[src/rtl/id_ex_skid_reg.sv]
// id_ex_skid_reg: ID->EX pipeline boundary with a 2-entry skid buffer.
// Main register drives the *_ex outputs, and a skid register absorbs one extra entry during an EX stall.
// Handshake: a transfer happens on a side only in a cycle where valid and ready are both high at the
// rising edge (acc = in_valid & in_ready, pop = out_valid & out_ready).
// ready never depends combinationally on valid on the same side.
// Optional feature: define ALUCODE_CHECK_EN to replace unsupported ALU codes with ADD and raise illegal_ex.
module id_ex_skid_reg #(
  parameter int XLEN = 32,
  parameter int RD_W = 5
) (
  input  logic            clk,
  input  logic            reset,
  input  logic            flush,
  input  logic            in_valid,
  output logic            in_ready,
  input  logic [3:0]      ALUCode_id,
  input  logic [XLEN-1:0] A_id,
  input  logic [XLEN-1:0] B_id,
  input  logic [RD_W-1:0] rd_id,
  input  logic            RegWrite_id,
  output logic            out_valid,
  input  logic            out_ready,
  output logic [3:0]      ALUCode_ex,
  output logic [XLEN-1:0] A_ex,
  output logic [XLEN-1:0] B_ex,
  output logic [RD_W-1:0] rd_ex,
  output logic            RegWrite_ex,
  output logic            illegal_ex,
  output logic [1:0]      state_dbg
);

  // Encoding chosen so that bit0 is the main valid bit and bit1 is the skid valid bit.
  typedef enum logic [1:0] {
    EMPTY = 2'b00,
    ONE   = 2'b01,
    FULL  = 2'b11
  } state_t;

  typedef struct packed {
    logic [3:0]      alucode;
    logic [XLEN-1:0] a;
    logic [XLEN-1:0] b;
    logic [RD_W-1:0] rd;
    logic            regwrite;
`ifdef ALUCODE_CHECK_EN
    logic            illegal;
`endif
  } entry_t;

  state_t state_q, state_d;
  entry_t main_q, skid_q, in_entry;
  logic   acc, pop;
  logic   load_main_in, load_main_skid, load_skid_in;
  logic   m_v, s_v;

  assign m_v       = state_q[0];
  assign s_v       = state_q[1];
  assign in_ready  = ~s_v;
  assign out_valid = m_v;
  assign acc       = in_valid & in_ready;
  assign pop       = out_valid & out_ready;
  assign state_dbg = state_q;

  // Build the entry to capture from the ID-side inputs, sanitising the ALU code if enabled.
  always_comb begin
    in_entry.alucode  = ALUCode_id;
    in_entry.a        = A_id;
    in_entry.b        = B_id;
    in_entry.rd       = rd_id;
    in_entry.regwrite = RegWrite_id;
`ifdef ALUCODE_CHECK_EN
    in_entry.illegal  = 1'b0;
    if ((ALUCode_id == 4'd2) || (ALUCode_id > 4'd10)) begin
      in_entry.alucode  = 4'd0;
      in_entry.regwrite = 1'b0;
      in_entry.illegal  = 1'b1;
    end
`endif
  end

  // State register.
  always_ff @(posedge clk or posedge reset) begin
    if (reset) state_q <= EMPTY;
    else       state_q <= state_d;
  end

  // Next state and data-register load enables. Flush overrides every transfer.
  always_comb begin
    state_d        = state_q;
    load_main_in   = 1'b0;
    load_main_skid = 1'b0;
    load_skid_in   = 1'b0;
    if (flush) begin
      state_d = EMPTY;
    end else begin
      case (state_q)
        EMPTY: begin
          if (acc) begin
            load_main_in = 1'b1;
            state_d      = ONE;
          end
        end
        ONE: begin
          if (acc && pop) begin
            load_main_in = 1'b1;
          end else if (acc) begin
            load_skid_in = 1'b1;
            state_d      = FULL;
          end else if (pop) begin
            state_d = EMPTY;
          end
        end
        FULL: begin
          // No acceptance here even on pop, so in_ready stays a pure flop output.
          if (pop) begin
            load_main_skid = 1'b1;
            state_d        = ONE;
          end
        end
        default: state_d = EMPTY;
      endcase
    end
  end

  // Main data register: loads from the input or from the skid; flush leaves contents alone.
  always_ff @(posedge clk or posedge reset) begin
    if (reset)               main_q <= '0;
    else if (load_main_in)   main_q <= in_entry;
    else if (load_main_skid) main_q <= skid_q;
  end

  // Skid data register: loads only when ONE accepts without a pop.
  always_ff @(posedge clk or posedge reset) begin
    if (reset)             skid_q <= '0;
    else if (load_skid_in) skid_q <= in_entry;
  end

  assign ALUCode_ex  = main_q.alucode;
  assign A_ex        = main_q.a;
  assign B_ex        = main_q.b;
  assign rd_ex       = main_q.rd;
  assign RegWrite_ex = main_q.regwrite & m_v;
`ifdef ALUCODE_CHECK_EN
  assign illegal_ex  = main_q.illegal & m_v;
`else
  assign illegal_ex  = 1'b0;
`endif

endmodule
[config.mk]
export PLATFORM = sky130hd
export DESIGN_NAME = id_ex_skid_reg
export DESIGN_NICKNAME = d
export VERILOG_FILES = /design/src/rtl/id_ex_skid_reg.sv
export SDC_FILE = /design/constraint.sdc
export NUM_CORES = 1
export LEC_CHECK = 0
export ABC_AREA = 1
export CAP_MARGIN = 20
export CORE_MARGIN = 2
export CORE_UTILIZATION = 50
export DETAILED_ROUTE_END_ITERATION = 12
export PLACE_DENSITY = 0.78
export SLEW_MARGIN = 20
export SYNTH_ARGS = -nofsm -noshare
export SYNTH_HDL_FRONTEND = slang
export SYNTH_SLANG_ARGS = --single-unit
export TNS_END_PERCENT = 10
[constraint.sdc]
create_clock -name clk -period 6.89 [get_ports clk]
set_clock_uncertainty 0.1 [all_clocks]
set_input_delay 1.378 -clock clk [delete_from_list [all_inputs] [get_ports clk]]
set_output_delay 1.378 -clock clk [all_outputs]
set_load 0.02 [all_outputs]
==> summary.md, run 1 <==
| Metric | Value |
|---|---|
| Clock Tree Buf Depth | 2 |
| Drt initial violations | 757 |
| R2R Setup Slk | 3820 ps |
| Relative slew slack | 38.4% |
| Clock Latency Late Sink | 420 ps |
| Hold Path Class | reg2reg |
| CTS Sinks | 150 |
| CTS tree | yes |
| Status | complete, no violations |
| Layout cells sized above 1 | 5.31% |
| DP Wirelength | 11000 microns |
| Hold depth | 2 |
| Final WL | 19100 microns |
| Pleak | 4.74 nW |
| Final worst-path cycle share | 57.2% |
| Netlist Area Pre-Place | 7950 sq um |
| YS warnings | 0 |
| Synth top area share | between 40% and 50% |
| IO Port Bufs | roughly 160 |
| Max-Cap Viols | 0 |
| Pwr dens | between 400 and 500 nW/um^2 |
| Final setup margin | 2950 ps |
| 1st-pass router iterations | 5 |
| First-pass GRT wire length | 32000 microns |
| Crit-path slowest cell | nand2_2 |
| Largest area contributor in the netlist | dfrtp_1 |
| Syn avg cell area | 7.85 sq um |
| Filler cells | 1392 |
| Post_cts resized | 0 |
| Remaining DRCs | 0 |
| Cells after Synth | 1013 |
| Peak supply drop | 226 uV |
| Utilization after layout | slightly above 60% |
| Vias/cell | 5.29 |
| Syn nets | 1096 |
| Fin crit period | 3940 ps |
| Worst EP arrival | about 4200 ps |
| Largest net degree at the start of global routing | 99 |
| Chip Width | between 100 and 150 microns |
| Vias in the first global route | ~6500 |
| Worst-case reg-to-reg path depth | 8 |
| Metal2 WL | 8860 microns |
| Hold_buf cts | 0 |
| Fmax | 254 MHz |
| Slew @ Worst Pin | ~900 ps |
| Setup Viol. Count Final | 0 |
| R2r startpoint | state_dbg[0]$_DFFE_PP0P_ |
| Vias | a little under 7000 |
| # diodes | 0 |
| Hold Fails Final Rpt | 0 |
| Startpoint types | input port |
| Required @ worst endpoint | between 7000 and 8000 ps |
| Antenna violations before repair | 0 |
| Core area | 15700 sq um |
| Synth-to-Final Area Change | 19.4% |
| Post-route antenna net violation count | 0 |
| HP Start | skid_q[5]$_DFFE_PP0P_ |
| Worst Path Max Fanout | 77 |
| Top post-synthesis cells by area | dfrtp_1 47%, nand3_1 19%, nand2_1 11% |
| Chip height | ~130 microns |
| Setup Buffers After CTS | 0 |
| CTS root buffer | clkbuf_16 |
| Die Area | 16900 sq um |
| Netlist cell types | 21 |
| DR WL/cell | 15.0 microns |
| Yosys reg bits | 150 |
| DP Worst Slack | 2530 ps |
| Wire length on met3 | 1320 microns |
| GP Congestion | 0.778 |
| H-tree depth | 4 |
| R2r endpoint | B_ex[9]$_DFFE_PP0P_ |
| Worst hold margin | 385 ps |
| Register area share after synthesis | 47.2% |
| Max layer used | met4 |
| RSZ-0062 raised after global routing | false |
| Slew Limit Fails | 0 |
| Clock transition at path regs | 60 ps |
| CP Cell Sequence | clkdlybuf4s50_1 > nand2_2 > inv_2 > buf_4 > nand2_2 > buf_4 > nand3_1 > nand2_1 > nand2_1 |
| Hold EP | skid_q[5]$_DFFE_PP0P_ |
| DRT met1 WL | slightly below 9000 microns |
| TNS Setup | 0 ps |
| Delay-heaviest family, CP | buffers and inverters |
| IO Pins | 158 |
| Worst path buffer plus inverter count | 4 |
| GRT Total Usage | 23.7% |
| Overflow after GRT | 0 |
| Setup CP Type | in2reg |
| Starting Density | between 50% and 60% |
| Num CTS Buffers | 17 |
| Slowest stage delay, CP | 680 ps |
| Nets | 1125 |
| Rows | 46 |
| CP endpoint kind | register |
==> worst max path at each step <==
stage / from / endpoint / slack [ps] / depth (start not counted)
6_report: out_ready / B_ex[9]$_DFFE_PP0P_ / 2950 / 9
4_1_cts: out_ready / B_ex[9]$_DFFE_PP0P_ / 2970 / 9
3_3_place_gp: out_ready / A_ex[23]$_DFFE_PP0P_ / 2530 / 9
3_5_place_dp: out_ready / B_ex[9]$_DFFE_PP0P_ / 2530 / 9
2_1_floorplan: reset / ALUCode_ex[0]$_DFFE_PP0P_ / 1380 / 1
5_1_grt: out_ready / A_ex[29]$_DFFE_PP0P_ / 2740 / 9
==> layout make-up <==
type	instances	area (sq um)	area share [%]
multi-input cells	625	2910	30.6
repair buffers	165	1630	17.2
flip-flops and latches	150	3750	39.5
inverters	83	317	3.33
well taps	216	270	2.85
clock inverters	7	90.1	0.949
clock buffers	25	526	5.54
==> where the power goes <==
part	leakage [nW]	total, mW	internal (mW)	switching (mW)
logic	2.63	1.70	0.741	0.956
registers	1.81	1.60	1.34	0.267
clock network	0.301	0.953	0.599	0.354
==> registers in the layout (all words and copies together) (netlist names) <==
name	count
skid_q	74
A_ex	32
B_ex	32
rd_ex	5
ALUCode_ex	4
state_dbg	2
main_q	1
==> routing by layer <==
layer  vias up  track usage, %
met5         -               0
met3        24            4.55
met1      3174            33.4
li1       3265               -
met2       259            37.7
met4         0            7.21
==> cells in the mapped netlist <==
master / instances
a21oi_1: 1
buf_1: 1
buf_2: 46
buf_4: 83
buf_6: 8
clkbuf_1: 17
conb_1: 1
dfrtp_1: 150
ha_1: 4
inv_1: 80
inv_2: 3
nand2_1: 236
nand2_2: 2
nand3_1: 299
nand3_2: 1
nand4_1: 2
nor2_1: 1
nor2_2: 3
o21ai_0: 44
o21ai_1: 30
or2_2: 1
==> tightest hold or removal path: cells and delay by family, from the launching register on <==
kind	cells	cell delay [ps]
simple gates	1	50
compound gates	1	60
flops	1	340
==> kinds of logic after synthesis <==
logic type               count (synthesis)  synth area share [%]
flip-flops                             150                  47.2
buffers and inverters                  238                  16.6
AO/OA/AOI/OAI                           75                  4.72
other                                    1                0.0472
AND/OR/NAND/NOR                        545                  30.8
adder cells (fa/ha/maj)                  4                 0.629
==> layout by cell type (no fill, tap or decap) <==
cell type,netlist,final
nand3_1,299,298
nand2_1,236,232
clkdlybuf4s50_1,0,156
dfrtp_1,150,150
inv_1,80,79
o21ai_0,44,44
o21ai_1,30,30
clkbuf_16,0,17
buf_4,83,9
clkbuf_8,0,7
nand2_2,2,5
ha_1,4,4
inv_2,3,3
clkinv_2,0,3
nor2_2,3,2
nand4_1,2,2
clkinvlp_4,0,2
bufinv_16,0,2
nand3_2,1,1
nand2_4,0,1
nand3_4,0,1
nor2_4,0,1
inv_6,0,1
nor2_1,1,1
or2_2,1,1
a21oi_1,1,1
conb_1,1,1
clkbuf_1,17,1
==> through the flow <==
step / std cells / total power, mW / instance area (sq um)
final: 1271 / 4.25 / 9490
after global routing: 1271 / 4.55 / 9490
after CTS: 1271 / 4.28 / 9490
after detailed placement: 1239 / 3.31 / 8880
after global placement: 1239 / 3.26 / 8880
after floorplan: 1013 / 2.93 / 7950
Power figures use the tool's default switching activity.
==> run 2, diff against run 1 <==
- CORE_UTILIZATION: 50 -> 47
- PLACE_DENSITY: 0.78 -> 0.77
- clock period: 6.89 -> 3.4 ns (I/O delays scaled with it)
==> run 2 against run 1 <==
Design area is 1.7% higher. Sequential power up 100%. Worst setup slack got worse by 2100 ps. Worst hold slack is essentially flat. Register-to-register slack lost 2700 ps. Non-clock buffer count grew 7. Highest routed layer unchanged. Clock power rose by 110%. Sequential share of layout area shrank 0.65 points.
==> summary.md, run 2 (synthesis gave the netlist of run 1 again) <==
| Metric | Value |
|---|---|
| CTS Sinks | 150 (unchanged) |
| DP Worst Slack | 536 ps (-2000 ps) |
| Worst Path Max Fanout | 8 (-90%) |
| Slew Limit Fails | 0 (unchanged) |
| CTS root buffer | clkbuf_16 |
| Slew @ Worst Pin | 851 ps (-73.3 ps) |
| First-pass GRT wire length | 33400 microns (+4.4%) |
| Core area | 16600 sq um (+5.5%) |
| Largest reg by FF count | skid_q |
| Starting Density | 47.9% (-2.7 points) |
| Worst EP arrival | 1740 ps (-2460 ps) |
| RSZ-0062 raised after global routing | false |
| Die Area | 18000 sq um (+6.2%) |
| Rows | 47 (+2.2%) |
| Filler cells | 1472 (+5.7%) |
| Required @ worst endpoint | 2620 ps (-4530 ps) |
| Startpoint types | register |
| DR WL/cell | 15.4 microns (+2.8%) |
| Nets | 1132 (+0.62%) |
| Vias/cell | 5.40 (+2.1%) |
| Antenna violations before repair | 0 (unchanged) |
| Commonest non-fill, non-tap cell in the layout | nand3_1 |
| Chip height | 134 microns (+3.0%) |
| Clock Latency Late Sink | 430 ps (about the same) |
| Setup Viol. Count Final | 0 (unchanged) |
| Final WL | 19800 microns (+3.7%) |
| Pleak | 4.80 nW (+1.2%) |
| CP Cell Sequence | nand2_1 > inv_1 > clkdlybuf4s50_1 |
| CTS tree | yes |
| Hold Path Class | reg2reg |
| DP Cell Count | 1250 (+0.89%) |
| Clock transition at path regs | 60 ps (about the same) |
| Max reg flops | 74 (unchanged) |
| Largest net degree at the start of global routing | 77 (-22%) |
| Drt initial violations | 614 (-19%) |
| Peak supply drop | 561 uV (+150%) |
| Final setup margin | 875 ps (-2070 ps) |
| Post-Layout Cell Count | 1282 (+0.87%) |
| Setup CP Type | reg2out |
| Relative slew slack | 43.3% (+4.9 points) |
| Post-route antenna net violation count | 0 (unchanged) |
| Crit-path slowest cell | clkdlybuf4s50_1 |
| DP Wirelength | 11800 microns (+6.8%) |
| Final worst-path cycle share | 74.3% |
| TNS Setup | 0 ps (unchanged) |
| # diodes | 0 (unchanged) |
| Pwr Total | 8.71 mW (+100%) |
| H-tree depth | 4 (unchanged) |
| Vias | 6921 (+3.0%) |
| Synth-to-Final Area Change | 21.4% |
| Slowest stage delay, CP | 650 ps (-30 ps) |
| Worst path buffer plus inverter count | 2 (-2) |
| Delay-heaviest family, CP | buffers and inverters |
| Fin crit period | 2520 ps |
| Status | complete, no violations |
| Clock Tree Buf Depth | 2 (unchanged) |
| Hold_buf cts | 0 (unchanged) |
| CP endpoint kind | primary output |
| Layout cells sized above 1 | 6.03% (+0.72 points) |
| Remaining DRCs | 0 (unchanged) |
| GRT Total Usage | 23.1% (-0.59 points) |
| GP Congestion | 0.781 (+0.33%) |
| 1st-pass router iterations | 5 (unchanged) |
| IO Pins | 158 (unchanged) |
| Most frequent cells in the layout | 298 x nand3_1, 232 x nand2_1, 156 x clkdlybuf4s50_1 |
| Vias in the first global route | 6672 (+2.4%) |
| Setup Buffers After CTS | 0 (unchanged) |
| Post_cts resized | 0 (unchanged) |
| Max-Cap Viols | 0 (unchanged) |
| Num CTS Buffers | 17 (unchanged) |
| Chip Width | 134 microns (+3.0%) |
| Overflow after GRT | 0 (unchanged) |
| Fmax | 396 MHz |
| Pwr dens | 902 nW/um^2 (+100%) |
| IO Port Bufs | 156 (unchanged) |
| Hold Fails Final Rpt | 0 (unchanged) |
==> run 2: worst reg2reg max path, delay by kind of cell (launching register included) <==
family                   cells  cell delay, ps
buffers and inverters        2             780
AND/OR/NAND/NOR              5             590
flip-flops                   1             490
adder cells (fa/ha/maj)      1             250
==> run 2: final timing paths <==
check | start | endpoint | slack [ps] | cells after the start
worst min register to register | skid_q[37]$_DFFE_PP0P_ | skid_q[37]$_DFFE_PP0P_ | 380 | 2
worst max register to register | state_dbg[0]$_DFFE_PP0P_ | A_ex[11]$_DFFE_PP0P_ | 1090 | 8
worst min-delay path | skid_q[37]$_DFFE_PP0P_ | skid_q[37]$_DFFE_PP0P_ | 380 | 2
min in group asynchronous | reset | skid_q[40]$_DFFE_PP0P_ | 650 | 3
worst max-delay path | state_dbg[0]$_DFFE_PP0P_ | RegWrite_ex | 880 | 3
max in group asynchronous | reset | skid_q[69]$_DFFE_PP0P_ | 2200 | 3
==> run 2: through the flow <==
stage | instance area (sq um) | utilization [%] | hold WS (ps)
after floorplan | 7960 | - | 354
after global placement | 9030 | 54.5 | 366
after detailed placement | 9030 | 54.5 | 374
after CTS | 9650 | 58.2 | 389
after global routing | 9650 | 58.2 | 406
final | 9650 | 58.2 | 385
==> run 2: layer usage <==
metal	GRT usage, %	vias to the layer above	share of wire (%)
li1	-	3287	-
met1	31.5	3273	43
met2	36.7	322	47
met3	4.54	39	7.9
met4	9.30	0	2.2
met5	0	-	0
==> run 2: area by class of cell <==
type | instances | area [sq um] | share of cell area [%]
clock inverter | 12 | 151 | 1.57
multi-input combinational | 625 | 2910 | 30.1
sequential | 150 | 3750 | 38.9
inverter | 83 | 315 | 3.27
clock buffer | 20 | 467 | 4.84
tap | 220 | 275 | 2.85
timing repair buffer | 172 | 1780 | 18.5
==> run 2: report_power, final <==
part	switching, mW	total, mW	internal, mW
sequential	0.529	3.24	2.71
clock	0.757	1.97	1.21
combinational	1.96	3.50	1.54
==> run 3, diff against run 2 <==
- CORE_UTILIZATION: 47 -> 50
- PLACE_DENSITY: 0.77 -> 0.78
- clock period: 3.4 -> 2.4 ns (I/O delays scaled with it)
==> run 3 against run 2 <==
First-iteration DRC count up 19%. Critical path type unchanged. Die area down 5.8%. Clock power up 51%. Highest routed layer unchanged. Global-route usage up 0.74 points. Utilization up 4.1 points. Sequential share of layout area down 0.57 points. Worst hold slack worse by 79 ps. Via count down 1.6%.
==> summary.md, run 3 (synthesis gave the netlist of run 1 again) <==
| Metric | Value |
|---|---|
| Most frequent cells in the layout | 298 x nand3_1, 232 x nand2_1, 156 x clkdlybuf4s50_1 |
| Slew Limit Fails | 0 (unchanged) |
| Clock transition at path regs | 60 ps (about the same) |
| Pwr dens | 1290 nW/um^2 (+42%) |
| Worst Path Max Fanout | 8 (unchanged) |
| RSZ-0062 raised after global routing | false |
| CP endpoint kind | primary output |
| Final WL | 19500 microns (-1.5%) |
| Commonest non-fill, non-tap cell in the layout | nand3_1 |
| GRT Total Usage | 23.9% (+0.74 points) |
| Power share of the sequential group | 36.5% (-0.7 points) |
| DR WL/cell | 15.2 microns (-1.5%) |
| CTS Sinks | 150 (unchanged) |
| CTS root buffer | clkbuf_16 |
| # diodes | 0 (unchanged) |
| R2r startpoint | state_dbg[1]$_DFFE_PP0P_ |
| Vias/cell | 5.31 (-1.7%) |
| Fin crit period | 2240 ps |
| Largest net degree at the start of global routing | 85 (+10%) |
| Pleak | 4.87 nW (+1.5%) |
| Hold Path Class | in2async |
| R2r endpoint | A_ex[19]$_DFFE_PP0P_ |
| TNS Setup | 0 ps (unchanged) |
| Core area | 15700 sq um (-5.3%) |
| Worst EP arrival | 1660 ps (-80 ps) |
| Switching share of power | 36.5% (-0.78 points) |
| Final worst-path cycle share | 93.3% |
| Starting Density | 50.6% (+2.7 points) |
| Clock Tree Buf Depth | 2 (unchanged) |
| First-pass GRT wire length | 31800 microns (-4.7%) |
| CTS tree | yes |
| Synth-to-Final Area Change | 23.2% |
| Utilization after layout | 62.3% (+4.1 points) |
| Vias in the first global route | 6473 (-3.0%) |
| Clock Latency Late Sink | 420 ps (about the same) |
| Final setup margin | 160 ps (-715 ps) |
| Remaining DRCs | 0 (unchanged) |
| Max reg flops | 74 (unchanged) |
| Largest reg by FF count | skid_q |
| Vias | 6807 (-1.6%) |
| Chip Width | 130 microns (-3.0%) |
| Filler cells | 1320 (-10%) |
| DP Wirelength | 11900 microns (+0.67%) |
| Layout cells sized above 1 | 6.37% (+0.35 points) |
| Pwr Total | 12.6 mW (+45%) |
| DP Worst Slack | 116 ps (-420 ps) |
| H-tree depth | 4 (unchanged) |
| Drt initial violations | 731 (+19%) |
| IO Pins | 158 (unchanged) |
| Post_cts resized | 0 (unchanged) |
| Setup Buffers After CTS | 0 (unchanged) |
| Clk pwr share | 23.7% (+1.1 points) |
| Num CTS Buffers | 17 (unchanged) |
| Sw Pwr | 4.60 mW (+42%) |
| Internal Power | 7.99 mW (+46%) |
| R2R Setup Slk | 370 ps (-720 ps) |
| Required @ worst endpoint | 1820 ps (-800 ps) |
| Antenna violations before repair | 0 (unchanged) |
| Rows | 46 (-2.1%) |
| Startpoint types | register |
| Post-route antenna net violation count | 0 (unchanged) |
| GP Congestion | 0.802 (+2.7%) |
| Setup Viol. Count Final | 0 (unchanged) |
| Chip height | 130 microns (-3.0%) |
| IO Port Bufs | 156 (unchanged) |
| Worst hold margin | 306 ps (-78.6 ps) |
| Fmax | between 400 and 500 MHz |
| Hold_buf cts | 0 (unchanged) |
| Overflow after GRT | 0 (unchanged) |
| Hold Fails Final Rpt | 0 (unchanged) |
| Status | complete, no violations |
| 1st-pass router iterations | 6 (+1) |
| Setup CP Type | reg2out |
| Worst-case reg-to-reg path depth | 9 (+1) |
| Nets | 1137 (+0.44%) |
| Die Area | 16900 sq um (-5.8%) |
| Peak supply drop | 587 uV (+4.7%) |
| Max-Cap Viols | 0 (unchanged) |
| Combinational cell fraction of total power | 39.9% (-0.3 points) |
==> run 3: cell count changes in the layout (fill, tap and decap cells not counted), sizes merged <==
cell / change
buf: +5
clkbuf: +1
bufinv: +2
clkinv: -2
inv: +1
clkinvlp: -2
==> run 3: power by group through the flow <==
stage,clock network (mW),registers (mW),logic (mW)
after floorplan,0,4.41,4.02
after global placement,0,4.55,4.93
after detailed placement,0,4.61,5.03
after CTS,3.02,4.59,5.06
after global routing,3.13,4.74,5.53
final,2.98,4.59,5.02
==> run 3: cell type report <==
| class | instances | area (sq um) | area share [%] |
|---|---|---|---|
| flip-flops and latches | 150 | 3750 | 38.3 |
| multi-input cells | 625 | 2910 | 29.7 |
| repair buffers | 177 | 1880 | 19.2 |
| clock buffers | 21 | 470 | 4.80 |
| inverters | 83 | 315 | 3.22 |
| well taps | 216 | 270 | 2.76 |
| clock inverters | 11 | 195 | 1.99 |
==> run 3: worst max-delay path by stage <==
stage	end	cells past startpoint	from
finish	RegWrite_ex	3	state_dbg[0]$_DFFE_PP0P_
global route	RegWrite_ex	3	state_dbg[0]$_DFFE_PP0P_
CTS	RegWrite_ex	3	state_dbg[0]$_DFFE_PP0P_
detailed placement	A_ex[19]$_DFFE_PP0P_	7	flush
global placement	B_ex[25]$_DFFE_PP0P_	7	flush
floorplan	ALUCode_ex[0]$_DFFE_PP0P_	1	reset
==> run 3: stage by stage <==
step           cells  cell area, sq um
2_1_floorplan   1013              7960
3_3_place_gp    1251              9130
3_5_place_dp    1251              9130
4_1_cts         1283              9790
5_1_grt         1283              9790
6_report        1283              9790
==> run 3: metal layers <==
metal / track usage (%) / vias to the layer above / routed length [microns]
met1: 32.0 / 3161 / 8380
met2: 38.6 / 312 / 9290
li1: - / 3298 / -
met3: 4.18 / 36 / 1350
met4: 9.99 / 0 / 484
met5: 0 / - / 0
==> run 3: worst max-delay path: stages, from the launching register on <==
cell	delay [ps]
dfrtp_1	500
nand2_1	90
inv_1	60
clkdlybuf4s50_1	590
